[config.mk]
export PLATFORM = sky130hd
export DESIGN_NAME = ps2_host_tx
export DESIGN_NICKNAME = d
export VERILOG_FILES = /design/src/rtl/ps2_pkg.sv /design/src/rtl/ps2_line_sync.sv /design/src/rtl/ps2_host_tx.sv
export SDC_FILE = /design/constraint.sdc
export NUM_CORES = 1
export LEC_CHECK = 0
export ABC_AREA = 0
export CAP_MARGIN = 0
export CORE_ASPECT_RATIO = 1.2
export CORE_MARGIN = 4
export CORE_UTILIZATION = 60
export DETAILED_ROUTE_END_ITERATION = 10
export PLACE_DENSITY_LB_ADDON = 0.12
export SLEW_MARGIN = 0
export SYNTH_ARGS = -nofsm -noshare
export SYNTH_HDL_FRONTEND = slang
export SYNTH_SLANG_ARGS = --single-unit
[constraint.sdc]
create_clock -name i_clk -period 2.71 [get_ports i_clk]
set_input_delay 0.542 -clock i_clk [delete_from_list [all_inputs] [get_ports i_clk]]
set_output_delay 0.542 -clock i_clk [all_outputs]
set_load 0.05 [all_outputs]
[src/rtl/ps2_pkg.sv]
// PS/2 host transmitter package: FSM state enum, default timing constants,
// frame length and the parity helper shared by the transmitter blocks.
package ps2_pkg;

   typedef enum logic [2:0] {
      IDLE,
      INHIBIT,
      START,
      BITS,
      STOP,
      ACK,
      WAIT_IDLE
   } ps2_state_e;

   // Defaults assume a 50 MHz system clock
   localparam int PS2_INHIBIT_CYCLES = 5000;     // 100 us clock-low inhibit
   localparam int PS2_START_CYCLES   = 250;      // both lines low before clock release
   localparam int PS2_TIMEOUT_CYCLES = 750000;   // 15 ms frame limit
   localparam int PS2_FRAME_BITS     = 11;       // start + 8 data + parity + stop

   // Odd parity: the parity bit makes the count of ones across data+parity odd
   function automatic logic odd_parity(input logic [7:0] d);
      return ~^d;
   endfunction

endpackage

[src/rtl/ps2_line_sync.sv]
// Two-flop synchronizer for one raw PS/2 line plus a registered falling-edge
// pulse. A pin change shows up as o_fall three clk cycles later. Reusable by
// the receive decoder.
module ps2_line_sync (
   input  logic i_clk,
   input  logic i_reset,
   input  logic i_line,
   output logic o_level,
   output logic o_fall
);

   logic r_meta;
   logic r_sync;
   logic r_prev;
   logic r_fall;

   // Synchronize the line, keep the previous level and flag high-to-low transitions
   always_ff @(posedge i_clk) begin
      if (i_reset) begin
         r_meta <= 1'b1;
         r_sync <= 1'b1;
         r_prev <= 1'b1;
         r_fall <= 1'b0;
      end else begin
         r_meta <= i_line;
         r_sync <= r_meta;
         r_prev <= r_sync;
         r_fall <= r_prev & ~r_sync;
      end
   end

   assign o_level = r_sync;
   assign o_fall  = r_fall;

endmodule

[src/rtl/ps2_host_tx.sv]
// PS/2 host-to-device command transmitter. Inhibits the bus, presents the start
// bit, then shifts data/parity/stop on device clock falling edges and checks
// the device ACK. Optional macro PS2_TX_RETRY_EN adds up to two automatic
// retries of a failed (NACK or timeout) frame before reporting tx_error.
module ps2_host_tx
   import ps2_pkg::*;
#(
   parameter int INHIBIT_CYCLES = PS2_INHIBIT_CYCLES,
   parameter int START_CYCLES   = PS2_START_CYCLES,
   parameter int TIMEOUT_CYCLES = PS2_TIMEOUT_CYCLES
) (
   input  logic       i_clk,
   input  logic       i_reset,
   input  logic [7:0] i_tx_data,
   input  logic       i_tx_valid,
   output logic       o_tx_ready,
   input  logic       i_ps2_clk_in,
   input  logic       i_ps2_dat_in,
   output logic       o_ps2_clk_oe,
   output logic       o_ps2_dat_oe,
   output logic       o_busy,
   output logic       o_tx_done,
   output logic       o_tx_error
);

   localparam int CMAX = (INHIBIT_CYCLES > START_CYCLES) ? INHIBIT_CYCLES : START_CYCLES;
   localparam int CW   = $clog2(CMAX + 1);
   localparam int TW   = $clog2(TIMEOUT_CYCLES + 1);

   ps2_state_e      r_state;
   logic [CW-1:0]   r_cnt;
   logic [TW-1:0]   r_tmo;
   logic [3:0]      r_bit;
   logic [7:0]      r_data;
   logic            r_par;
   logic            r_clk_oe;
   logic            r_dat_oe;
   logic            r_done;
   logic            r_err;
`ifdef PS2_TX_RETRY_EN
   logic [1:0]      r_retry;
`endif

   logic w_clk_lvl;
   logic w_clk_fall;
   logic w_dat_lvl;
   logic w_unused_dat_fall;
   logic w_timed;
   logic w_tmo;
   logic w_nack;
   logic w_fail;

   ps2_line_sync u_clk_sync (
      .i_clk   (i_clk),
      .i_reset (i_reset),
      .i_line  (i_ps2_clk_in),
      .o_level (w_clk_lvl),
      .o_fall  (w_clk_fall)
   );

   ps2_line_sync u_dat_sync (
      .i_clk   (i_clk),
      .i_reset (i_reset),
      .i_line  (i_ps2_dat_in),
      .o_level (w_dat_lvl),
      .o_fall  (w_unused_dat_fall)
   );

   // A frame fails on NACK at the 11th edge or when the device stalls past the limit
   assign w_timed = (r_state == BITS) || (r_state == STOP) || (r_state == ACK) || (r_state == WAIT_IDLE);
   assign w_tmo   = w_timed && (r_tmo == TW'(TIMEOUT_CYCLES - 1));
   assign w_nack  = (r_state == ACK) && w_clk_fall && w_dat_lvl;
   assign w_fail  = w_tmo || w_nack;

   // Frame sequencer: state, line drivers, counters and completion pulses
   always_ff @(posedge i_clk) begin
      if (i_reset) begin
         r_state  <= IDLE;
         r_cnt    <= '0;
         r_tmo    <= '0;
         r_bit    <= '0;
         r_data   <= '0;
         r_par    <= 1'b0;
         r_clk_oe <= 1'b0;
         r_dat_oe <= 1'b0;
         r_done   <= 1'b0;
         r_err    <= 1'b0;
`ifdef PS2_TX_RETRY_EN
         r_retry  <= '0;
`endif
      end else begin
         r_done <= 1'b0;
         r_err  <= 1'b0;
         if (w_timed) r_tmo <= r_tmo + 1'b1;

         if (w_fail) begin
            r_clk_oe <= 1'b0;
            r_dat_oe <= 1'b0;
`ifdef PS2_TX_RETRY_EN
            if (r_retry != 2'd2) begin
               // Re-inhibit with the latched byte; busy stays high
               r_retry  <= r_retry + 1'b1;
               r_clk_oe <= 1'b1;
               r_cnt    <= '0;
               r_state  <= INHIBIT;
            end else begin
               r_err   <= 1'b1;
               r_state <= IDLE;
            end
`else
            r_err   <= 1'b1;
            r_state <= IDLE;
`endif
         end else begin
            case (r_state)
               IDLE: begin
                  if (i_tx_valid) begin
                     r_data   <= i_tx_data;
                     r_par    <= odd_parity(i_tx_data);
                     r_clk_oe <= 1'b1;
                     r_dat_oe <= 1'b0;
                     r_cnt    <= '0;
`ifdef PS2_TX_RETRY_EN
                     r_retry  <= '0;
`endif
                     r_state  <= INHIBIT;
                  end
               end
               INHIBIT: begin
                  if (r_cnt == CW'(INHIBIT_CYCLES - 1)) begin
                     r_cnt    <= '0;
                     r_dat_oe <= 1'b1;          // start bit 0, clock still held
                     r_state  <= START;
                  end else begin
                     r_cnt <= r_cnt + 1'b1;
                  end
               end
               START: begin
                  if (r_cnt == CW'(START_CYCLES - 1)) begin
                     r_clk_oe <= 1'b0;          // hand the clock to the device
                     r_tmo    <= '0;
                     r_bit    <= '0;
                     r_state  <= BITS;
                  end else begin
                     r_cnt <= r_cnt + 1'b1;
                  end
               end
               BITS: begin
                  if (w_clk_fall) begin
                     r_bit <= r_bit + 1'b1;
                     if (r_bit < 4'd8) begin
                        r_dat_oe <= ~r_data[r_bit[2:0]];
                     end else if (r_bit == 4'd8) begin
                        r_dat_oe <= ~r_par;
                     end else begin
                        r_dat_oe <= 1'b0;       // stop bit: release data
                        r_state  <= STOP;
                     end
                  end
               end
               STOP: r_state <= ACK;
               ACK: begin
                  if (w_clk_fall) r_state <= WAIT_IDLE;   // data low here: ACK
               end
               WAIT_IDLE: begin
                  if (w_clk_lvl && w_dat_lvl) begin
                     r_done  <= 1'b1;
                     r_state <= IDLE;
                  end
               end
               default: r_state <= IDLE;
            endcase
         end
      end
   end

   assign o_tx_ready   = (r_state == IDLE);
   assign o_busy       = (r_state != IDLE);
   assign o_ps2_clk_oe = r_clk_oe;
   assign o_ps2_dat_oe = r_dat_oe;
   assign o_tx_done    = r_done;
   assign o_tx_error   = r_err;

endmodule

-- Word-level counts from Yosys, hierarchy flattened
Index checks and enable logic that the tools add are counted.
- bits of input ports: 13
- output and inout port bits: 6
- register bits after elaboration: 59
- add/subtract/negate cells: 3
- bitwise logic cells: 6
- mux-type cells: 33
- magnitude comparators: 2
- equality and inequality tests: 19
- reduce and logical (&&, ||, !) cells: 23
- operators with widths (cell ; count):
    $mux 20 ; 4
    $mux 13 ; 3
    $pmux 13 s3 ; 1
    $mux 3 ; 8
    $pmux 3 s7 ; 1
    $add 20x1->20 const B ; 1
    $eq 20x20->1 const B ; 1
    $add 13x1->13 const B ; 1
    $eq 13x13->1 const B ; 1
    $eq 13x8->1 const B ; 1
    $ne 2x2->1 const B ; 6
    $reduce_and 4->1 ; 3
    $mux 1 ; 10
    $eq 3x3->1 const B ; 3
    $reduce_bool 3->1 ; 3
    $mux 4 ; 2
    $pmux 4 s2 ; 1
    $reduce_and 8->1 ; 1
    $reduce_xnor 8->1 ; 1
    $eq 3x2->1 const B ; 2
    $ne 2x1->1 const B ; 3
    $reduce_and 3->1 ; 2
    $not 1->1 ; 5
    $add 4x1->4 const B ; 1
    14 further kinds ; 21

-- Longest topological paths before layout
- word-level depth: 8
- depth in mapped cells: 8
- gate-level depth less buffers: 7

-- Hierarchy
From an unflattened synthesis, not the netlist that was laid out.
- cell total of the unflattened synthesis: 349
- area total of the unflattened synthesis: 3114.2 sq um
- modules (own cells, without submodules) (module ; cells an instance ; instances ; area an instance (sq um)):
    ps2_host_tx ; 333 ; 1 ; 2901.5
    ps2_line_sync ; 8 ; 2 ; 106.4

-- Worst setup path after synthesis
OpenSTA, ideal clock, no wires.
- path kind: flip-flop to output port
- start: register r_state[0]
- end: output o_busy
- arrival: 2.371 ns
- path slack: -0.203 ns
- required time: 2.168 ns
- path buffers: 2
- cell stages (with the launch flop): 5
- cells stage by stage: dfxtp_1 buf_4 buf_6 nor3_1 inv_1
- longest elaborated chain between the ends: 1
- ends and longest elaborated chain (what ; RTL line ; RTL):
    start: declaration ; ps2_host_tx.sv:30 ; ps2_state_e r_state;
    start signal: assignment ; ps2_host_tx.sv:78 ; r_state <= IDLE;
    start signal: assignment ; ps2_host_tx.sv:112 ; r_state <= IDLE;
    start signal: assignment ; ps2_host_tx.sv:126 ; r_state <= INHIBIT;
    $reduce_bool 3->1 ; ps2_host_tx.sv:178 ; assign o_busy = (r_state != IDLE);
    end: declaration ; ps2_host_tx.sv:21 ; output logic o_busy,
Every way passes these cells.

-- Final worst setup path
- start: register r_state[0]
- end: output o_tx_ready
- longest elaborated chain between the ends: 1
- ends and longest elaborated chain (what ; RTL line ; RTL):
    $logic_not 3->1 ; ps2_host_tx.sv:177 ; assign o_tx_ready = (r_state == IDLE);
    end: declaration ; ps2_host_tx.sv:16 ; output logic o_tx_ready,
Every way passes these cells.

==> impl_metrics.tcl <==
set metrics [dict create \
    status "finished, final reports clean" \
    yosys.cell_types.count 56 \
    hold_buffers 0 \
    track_usage 0.208 \
    p_leak_nw 1.19 \
    drtAntennaViolNets 0 \
    arrival_ns 1.93 \
    m1WireLength_um 2610 \
    critPathMaxFanout 9 \
    tightestPinTransition_ns 0.708 \
    grt_max_degree 25 \
    cts-root-buf "clkbuf_8" \
    power_density_nw_per_um2 704 \
    initial_utilization 0.636 \
    dpl-instance-area_sq_um 3170 \
    gr-total-overflow 0 \
    die_w_um 72.4 \
    place_ws_ns 0.363 \
    synth_most_common_cell "dfxtp_1" \
    synth_cells 341 \
    fin_tns_setup_ns 0 \
    max_stage_delay_ns 0.86 \
    worst_path_max_delay_cell "clkdlybuf4s50_1" \
    yosys_most_used_dff "dfxtp_1" \
    crit_chain "nor3_2 > clkdlybuf4s50_1" \
    synth_common_cells "dfxtp_1 (59), nor2_1 (38), nand2_1 (33), a21oi_1 (26), xnor2_1 (24)" \
    drc 0 \
    io_buffer_count 18 \
    dr.pass1.iters 4 \
    mappedNetlistNets 359 \
    hold_depth 2 \
    drt_iter0_drc 175 \
    postCtsSetupRepairBufs 0 \
    synth_top_area_frac 0.395 \
    min_period_over_period 0.912 \
    synth_edf_count 0 \
    design_area_sq_um 3330 \
    cts_resized 0 \
    yosys.area.top_type "dfxtp_1" \
    hold_path.class "reg -> reg" \
    core_area_sq_um 4700 \
    die_area_sq_um 6180 \
    end_kind "output pin" \
    met2WireLength_um 2950 \
    ys_seq_area_frac 0.395 \
    highest_layer "met4" \
    cap_violations 0 \
    finalMaxSlewViolations 0 \
    rr_worst_depth 5 \
    cts_tree "yes" \
    clock_skew_ns 0.00844 \
    diodes 0 \
    cp_num_cells 2 \
    syn_avg_cell_area_sq_um 8.76 \
    die_h_um 85.3 \
    drive_gt1_frac 0.111 \
    fmax_ghz 0.405 \
    clock_latency_ns 0.33 \
    grt_pass1_vias 2332 \
    synth-warning-count 0 \
    route.met3.wl_um 180 \
    totalWireLength_um 5880 \
    gp_congestion 0.894 \
    clkTransAtPathRegs_ns 0.07 \
    fp-row-count 27 \
    dp_hpwl_um 4320 \
    final_nets 375 \
    syn_area_sq_um 2990 \
    synth_area_leaders "dfxtp_1 (40%), xnor2_1 (7.0%), nor2_1 (4.8%)" \
    worstSetupStartpointType "flop" \
    fin_ws_ns 0.238 \
    vias_per_cell 5.80 \
    ir_drop_v 0.000405 \
    num_io_pins 19 \
    cts_sinks 59 \
    antenna_found_initial 0 \
    h-tree-depth 3 \
    vias 2432 \
    setup_viol 0 \
    fin_crit_ns 2.47 \
    crit_family "buffers and inverters" \
    required_ns 2.17 \
    cts_inserted_buffers 9 \
    critPathKind "reg -> out" \
    hold_violations 0 \
    syn2layout_area_growth_pct 11.4 \
    path_buf_inv 1 \
    routedWlPerCell_um 14.0 \
    nFillCells 395 \
    ys_async_sr_fraction 0 \
    rsz0062_at_grt "false" \
    clock_path_buffers 2 \
    max_slew_margin 0.528 \
    grt_first_pass_wirelength_um 10300 \
    ys_ff_latch 59 \
]
## path summary, 6_finish.rpt
path                                     endpoint         startpoint  slack (ns)
worst max register to register          o_tx_done         r_state[1]        0.46
worst min-delay path            u_clk_sync.o_fall  u_clk_sync.r_prev        0.41
worst max-delay path                   o_tx_ready         r_state[0]        0.24
worst min register to register  u_clk_sync.o_fall  u_clk_sync.r_prev        0.41
## layer usage
| layer | global-route usage | vias to the layer above |
|---|---|---|
| met4 | 0.0990 | 0 |
| li1 | - | 1232 |
| met5 | 0 | - |
| met2 | 0.357 | 34 |
| met3 | 0.0415 | 12 |
| met1 | 0.245 | 1154 |
## layout make-up
class | instances | area [sq um] | area share
multi-input combinational | 255 | 1660 | 0.499
sequential | 59 | 1180 | 0.355
timing repair buffer | 23 | 218 | 0.0654
clock buffer | 12 | 145 | 0.0436
tap | 58 | 72.6 | 0.0218
inverter | 9 | 33.8 | 0.0102
clock inverter | 3 | 15.0 | 0.00451
## cell families after synthesis
logic type,count (synthesis),synth area share
DFF,59,0.395
buffers and inverters,27,0.0498
muxes,3,0.0189
xor gates and xnor gates,34,0.0997
and+or+nand+nor,156,0.287
AOI/OAI and AO/OA,57,0.128
adders and majority gates,5,0.0209
## cell usage in the layout (no fill, tap or decap), drive strengths merged, types with 4 or more instances in the layout
cell / instances
a21o: 4
a21oi: 26
and3: 6
buf: 5
clkbuf: 12
clkdlybuf4s50: 18
dfxtp: 59
ha: 5
inv: 9
nand2: 33
nand2b: 6
nand3: 13
nand4: 12
nor2: 38
nor3: 7
nor4: 8
nor4b: 4
o21ai: 9
or2: 6
or3: 8
xnor2: 24
xor2: 10
## sequential cells by signal (all words and copies together) (netlist names), 3 cells and up
register,count
r_bit,4
r_cnt,13
r_data,8
r_state,3
r_tmo,20
## worst register-to-register path, delay by kind of cell, from the launching register on
family           cells  cell delay, ns
AO/OA/AOI/OAI        1            0.18
AND/OR/NAND/NOR      4            1.32
flip-flops           1            0.61
## report_power, final
group | switching [mW] | leakage (nW) | internal [mW] | total [mW]
clock | 0.314 | 0.0860 | 0.347 | 0.661
sequential | 0.0816 | 0.479 | 0.932 | 1.01
combinational | 0.401 | 0.623 | 0.267 | 0.668
total | 0.797 | 1.19 | 1.55 | 2.34
## per-stage QoR
step                      utilization  total power, mW  hold slack (ns)  instances
after floorplan                     -             1.54            0.389        341
after global placement          0.674             1.68            0.391        404
after detailed placement        0.674             1.69            0.396        404
after CTS                       0.709             2.35            0.410        419
after global routing            0.709             2.46            0.418        419
final                           0.709             2.34            0.409        419
Note: power is estimated with default switching activity, not from simulation.
